<file path="src/rtl/config_pkg.sv">
// Minimal core configuration: only the fields the mul/div writeback path consumes.
package config_pkg;

   typedef struct packed {
      int unsigned XLEN;
      int unsigned TRANS_ID_BITS;
      int unsigned NUM_THREADS_LOG;
   } cva6_cfg_t;

   localparam cva6_cfg_t cva6_cfg_empty = '{
      XLEN:            32'd32,
      TRANS_ID_BITS:   32'd3,
      NUM_THREADS_LOG: 32'd1
   };

endpackage

</file>
<file path="src/rtl/mult_wb_arbiter.sv">
// Merges the multiplier and divider result streams onto one writeback port.
// The multiplier always wins; a losing divider result is parked and throttles multiply issue.
module mult_wb_arbiter #(
   parameter config_pkg::cva6_cfg_t CVA6Cfg    = config_pkg::cva6_cfg_empty,
   parameter int unsigned           StallLimit = 4
) (
   input  logic                               clk_i,
   input  logic                               rst_ni,
   input  logic                               flush_i,
   input  logic                               mul_valid_i,
   input  logic [CVA6Cfg.XLEN-1:0]            mul_result_i,
   input  logic [CVA6Cfg.TRANS_ID_BITS-1:0]   mul_trans_id_i,
   input  logic [CVA6Cfg.NUM_THREADS_LOG-1:0] mul_thread_id_i,
   input  logic                               div_valid_i,
   output logic                               div_ready_o,
   input  logic [CVA6Cfg.XLEN-1:0]            div_result_i,
   input  logic [CVA6Cfg.TRANS_ID_BITS-1:0]   div_trans_id_i,
   input  logic [CVA6Cfg.NUM_THREADS_LOG-1:0] div_thread_id_i,
   output logic                               mul_block_o,
   output logic                               wb_valid_o,
   output logic [CVA6Cfg.XLEN-1:0]            wb_result_o,
   output logic [CVA6Cfg.TRANS_ID_BITS-1:0]   wb_trans_id_o,
   output logic [CVA6Cfg.NUM_THREADS_LOG-1:0] wb_thread_id_o
);

   localparam int unsigned XLEN  = CVA6Cfg.XLEN;
   localparam int unsigned TidW  = CVA6Cfg.TRANS_ID_BITS;
   localparam int unsigned ThrW  = CVA6Cfg.NUM_THREADS_LOG;
   localparam int unsigned CntW  = 4;
   localparam logic [CntW-1:0] CntMax = '1;
   localparam logic [CntW-1:0] Limit  = CntW'(StallLimit);

   logic            r_hold_valid;
   logic [XLEN-1:0] r_hold_result;
   logic [TidW-1:0] r_hold_trans_id;
   logic [ThrW-1:0] r_hold_thread_id;
   logic [CntW-1:0] r_wait_cnt;

   logic            w_hold_valid_d;
   logic [XLEN-1:0] w_hold_result_d;
   logic [TidW-1:0] w_hold_trans_id_d;
   logic [ThrW-1:0] w_hold_thread_id_d;
   logic [CntW-1:0] w_wait_cnt_d;

   logic w_div_xfer;
   logic w_capture;
   logic w_release;

   // Flush opens the divider port so an in-flight result is consumed and dropped.
   assign div_ready_o = !r_hold_valid || flush_i;
   assign w_div_xfer  = div_valid_i && div_ready_o;
   assign w_capture   = w_div_xfer && mul_valid_i && !flush_i;
   assign w_release   = r_hold_valid && !mul_valid_i;
   assign mul_block_o = r_hold_valid && (r_wait_cnt >= Limit);

   // Writeback select: multiplier, then held divider result, then divider bypass.
   always_comb begin
      wb_valid_o     = 1'b0;
      wb_result_o    = mul_result_i;
      wb_trans_id_o  = mul_trans_id_i;
      wb_thread_id_o = mul_thread_id_i;
      if (!flush_i) begin
         if (mul_valid_i) begin
            wb_valid_o = 1'b1;
         end else if (r_hold_valid) begin
            wb_valid_o     = 1'b1;
            wb_result_o    = r_hold_result;
            wb_trans_id_o  = r_hold_trans_id;
            wb_thread_id_o = r_hold_thread_id;
         end else if (w_div_xfer) begin
            wb_valid_o     = 1'b1;
            wb_result_o    = div_result_i;
            wb_trans_id_o  = div_trans_id_i;
            wb_thread_id_o = div_thread_id_i;
         end
      end
   end

   // Hold register and starvation counter next state.
   always_comb begin
      w_hold_valid_d     = r_hold_valid;
      w_hold_result_d    = r_hold_result;
      w_hold_trans_id_d  = r_hold_trans_id;
      w_hold_thread_id_d = r_hold_thread_id;
      w_wait_cnt_d       = r_wait_cnt;
      if (flush_i) begin
         w_hold_valid_d = 1'b0;
         w_wait_cnt_d   = '0;
      end else if (w_capture) begin
         w_hold_valid_d     = 1'b1;
         w_hold_result_d    = div_result_i;
         w_hold_trans_id_d  = div_trans_id_i;
         w_hold_thread_id_d = div_thread_id_i;
         w_wait_cnt_d       = '0;
      end else if (w_release) begin
         w_hold_valid_d = 1'b0;
         w_wait_cnt_d   = '0;
      end else if (r_hold_valid && mul_valid_i && (r_wait_cnt != CntMax)) begin
         w_wait_cnt_d = r_wait_cnt + CntW'(1);
      end
   end

   always_ff @(posedge clk_i or negedge rst_ni) begin
      if (!rst_ni) begin
         r_hold_valid     <= 1'b0;
         r_hold_result    <= '0;
         r_hold_trans_id  <= '0;
         r_hold_thread_id <= '0;
         r_wait_cnt       <= '0;
      end else begin
         r_hold_valid     <= w_hold_valid_d;
         r_hold_result    <= w_hold_result_d;
         r_hold_trans_id  <= w_hold_trans_id_d;
         r_hold_thread_id <= w_hold_thread_id_d;
         r_wait_cnt       <= w_wait_cnt_d;
      end
   end

endmodule
</file>
<file path="config.mk">
export PLATFORM = sky130hd
export DESIGN_NAME = mult_wb_arbiter
export DESIGN_NICKNAME = d
export VERILOG_FILES = /design/src/rtl/config_pkg.sv /design/src/rtl/mult_wb_arbiter.sv
export SDC_FILE = /design/constraint.sdc
export NUM_CORES = 1
export LEC_CHECK = 0
export BUFFER_PORTS_ARGS = -buffer_cell sky130_fd_sc_hd__buf_4
export CORE_MARGIN = 5
export CORE_UTILIZATION = 48
export CTS_CLUSTER_DIAMETER = 60
export CTS_CLUSTER_SIZE = 28
export DETAILED_ROUTE_END_ITERATION = 12
export GPL_ROUTABILITY_DRIVEN = 0
export PLACE_DENSITY = 0.81
export SETUP_SLACK_MARGIN = 0.5
export SLEW_MARGIN = 10
export SYNTH_ARGS = -nofsm -noshare
export SYNTH_HDL_FRONTEND = slang
export SYNTH_SLANG_ARGS = --single-unit
</file>
<file path="constraint.sdc">
create_clock -name clk_i -period 2.2 [get_ports clk_i]
set_input_delay 0.22 -clock clk_i [delete_from_list [all_inputs] [get_ports clk_i]]
set_output_delay 0.22 -clock clk_i [all_outputs]
set_load 0.05 [all_outputs]
</file>
==> metrics.md <==
| Metric | Value |
|---|---|
| Top FF cell, synth | `dfrtp_1` |
| Vias | `2749` |
| Overall Power | `2.45 mW` |
| FF+latch count, synth | `between 40 and 50` |
| Die area | `0.00714 mm2` |
| Relative slew slack | `0.637` |
| Pins Over Slew Limit | `0` |
| Static Leak | `about 1.7 nW` |
| WL final | `a little under 9000 um` |
| FF-to-FF Start | `r_hold_valid` |
| Most common cell after layout, fill and taps aside | `buf_4` |
| Residual DRC count | `0` |
| Core area | `~0.0054 mm2` |
| Post-route ant nets | `0` |
| Avg Synthesized Cell Area | `approximately 9.6 um2` |
| Proportion of synthesized area in mux cells | `0.152` |
| Worst setup EP type | `primary output` |
| Die width | `~84 um` |
| Port bufs | `roughly 120` |
| Highest clock rate | `539 MHz` |
| Clk Latency, worst-skew pair | `approximately 0.30 ns` |
| Row cnt | `27` |
| Iteration-0 DRC Markers | `between 200 and 250` |
| Worst Setup Start Kind | `register` |
| Max VDD drop | `between 500 and 600 uV` |
| Post-synthesis sequential area ratio | `0.385` |
| P per Cell Area | `578 mW/mm2` |
| Fin crit share | `0.843` |
| Reg clk slew, reported paths | `about 0.08 ns` |
| MaxCap Viol Count | `0` |
| Detailed Place HPWL | `between 5000 and 6000 um` |
| Min-delay src | `div_result_i[18]` |
| CTS tree | `built` |
| Critical Path AT | `approximately 1.6 ns` |
| Adder-Cell Fraction of Synth Area | `0.00470` |
| Clock Tree Buf Depth | `2` |
| Vias in the first global route | `between 2000 and 3000` |
| Hold Crit Depth | `2` |
| Largest family of logic cells by synthesized area | `compound AO/OA/AOI/OAI gates` |
| Drt first pass iters | `5` |
| Final min period | `1.85 ns` |
| Number of synthesized flops with an enable pin | `0` |
| Synth Area in XOR/XNOR | `0` |
| Synth cell types | `30` |
| # IOs | `between 100 and 150` |
| Initial core utilization | `0.490` |
| Grt total ovfl | `0` |
| GRT Resource Usage Total | `0.232` |
| Clock buffer count from CTS | `5` |
| Initial antenna violation count | `0` |
| Filler cells | `approximately 350` |
| FF-to-FF End | `r_hold_result[30]` |
| Largest net degree at the start of global routing | `49` |
| Critical Path Fanout Max | `16` |
| FF-to-FF path depth | `5` |
| Via density per instance | `a little under 6` |
| Post-Synth Simple-Gate Area | `0.126` |
| Hold Path Sink | `r_hold_result[18]` |
| RSZ-0062 raised after global routing | `true` |
| Drt wl/cell | `between 15 and 20 um` |
| Clock skew | `approximately 0.0085 ns` |
| Status | `finished, final reports clean` |
| Commonest cells after routing, fill and taps aside | `buf_4 (122), dfrtp_1 (40), nor2b_1 (36), a31oi_1 (36), mux2_2 (35)` |
| # setup viols final | `0` |
| Cell area after synthesis | `approximately 0.0027 mm2` |
| Critical Path RT | `around 2 ns` |
| R2R setup slack | `about 0.53 ns` |
| Antenna Cells | `0` |
| Syn. warnings | `0` |
| Synth Instances | `between 200 and 300` |
| Worst-Margin Slew | `0.544 ns` |
| Final Hold Violating Endpoints | `0` |
| Async S/R FF share, synth | `1.00` |
| Clock root cell | `clkbuf_8` |
| Area grow syn2layout | `59.3%` |
| Layout cells sized above 1 | `0.621` |
| Worst min path class | `input pin to register` |
| Syn_nets | `around 360` |
| Synth Area in Compound Gates | `0.278` |
| H-tree levels | `2` |
| Die span in y | `84.5 um` |
| Crit path kind | `register to primary output` |
| Final net count | `roughly 470` |
| First-pass GRT wire length | `around 14000 um` |
| Post-Route Setup TNS | `0 ns` |
| CTS sink count | `slightly above 40` |
where the power goes:
group	switching (mW)	internal [mW]	leakage, nW	total, mW
sequential	0.0911	0.895	0.494	0.986
clock	0.262	0.226	0.0395	0.488
combinational	0.547	0.432	1.18	0.979
total	0.900	1.55	1.71	2.45
synthesized netlist by cell type (2+ instances only):
cell / count / area, um2
buf_2: 4 / 20.0
nor2b_1: 36 / 225
buf_1: 2 / 7.51
or2_2: 2 / 12.5
mux2_2: 35 / 394
a31oi_1: 36 / 225
buf_6: 3 / 33.8
a21oi_1: 4 / 20.0
clkbuf_1: 18 / 67.6
nor2_1: 4 / 15.0
dfrtp_1: 41 / 1030
a22oi_1: 36 / 270
o21ai_0: 40 / 200
worst max-delay path by stage:
stage	from	end	slack (ns)	cells after the start
2_1_floorplan	div_valid_i	wb_result_o[10]	0.42	5
3_3_place_gp	r_hold_valid	r_wait_cnt[0]	0.42	4
3_5_place_dp	r_hold_valid	r_wait_cnt[0]	0.38	4
4_1_cts	r_hold_valid	wb_result_o[0]	0.37	5
5_1_grt	r_hold_valid	wb_result_o[20]	0.28	5
6_report	r_hold_valid	wb_result_o[0]	0.35	5
sequential cells by signal (all words and copies together) (netlist names):
register,count
r_hold_trans_id,3
r_wait_cnt,4
r_hold_result,32
r_hold_thread_id,1
r_hold_valid,1
critical path, cell delays in order (launching register included):
cell	delay, ns
dfrtp_4	0.44
nor3b_4	0.28
buf_8	0.22
a22oi_1	0.10
o21ai_2	0.08
buf_4	0.21
logic make-up (layout without fill, tap and decap cells):
kind of cell | Yosys count | after routing
compound gates | 119 | 119
fa+ha+maj | 1 | 1
buf+inv | 30 | 143
flops | 41 | 41
mux | 36 | 36
simple gates | 51 | 51
final cells by class:
| type | instances | area [um2] | area share |
|---|---|---|---|
| Multi-Input combinational cell | 207 | 1950 | 0.460 |
| Inverter | 2 | 7.51 | 0.00177 |
| Timing Repair Buffer | 133 | 1080 | 0.255 |
| Sequential cell | 41 | 1030 | 0.243 |
| Clock buffer | 8 | 80.1 | 0.0189 |
| Tap cell | 72 | 90.1 | 0.0212 |
layer usage:
layer,track usage,part of all wire,up-vias
met4,0.0576,0.0074,0
li1,-,-,1288
met3,0.0618,0.067,6
met5,0,0,-
met1,0.281,0.39,1346
met2,0.407,0.53,109
stage by stage:
stage / cells / instance area, um2 / util / setup WS [ns] / hold slack, ns
floorplan: 278 / 3120 / - / 0.423 / -0.0756
global placement: 448 / 4020 / 0.740 / 0.424 / 0.240
detailed placement: 448 / 4020 / 0.740 / 0.384 / 0.246
CTS: 460 / 4180 / 0.769 / 0.367 / 0.152
global route: 463 / 4240 / 0.780 / 0.276 / 0.152
finish: 463 / 4240 / 0.780 / 0.346 / 0.158
repair_timing:
item / 4_1_cts / 5_1_grt
endpoints found under the setup margin: 63 / 74
hold buffers: 1 / 0
buffers inserted: 3 / 1
gates resized for setup: 11 / 8
pin swaps: 1 / 2
cloned: 0 / 2
hold endpoints to repair: 41 / 0
Power figures use the tool's default switching activity.
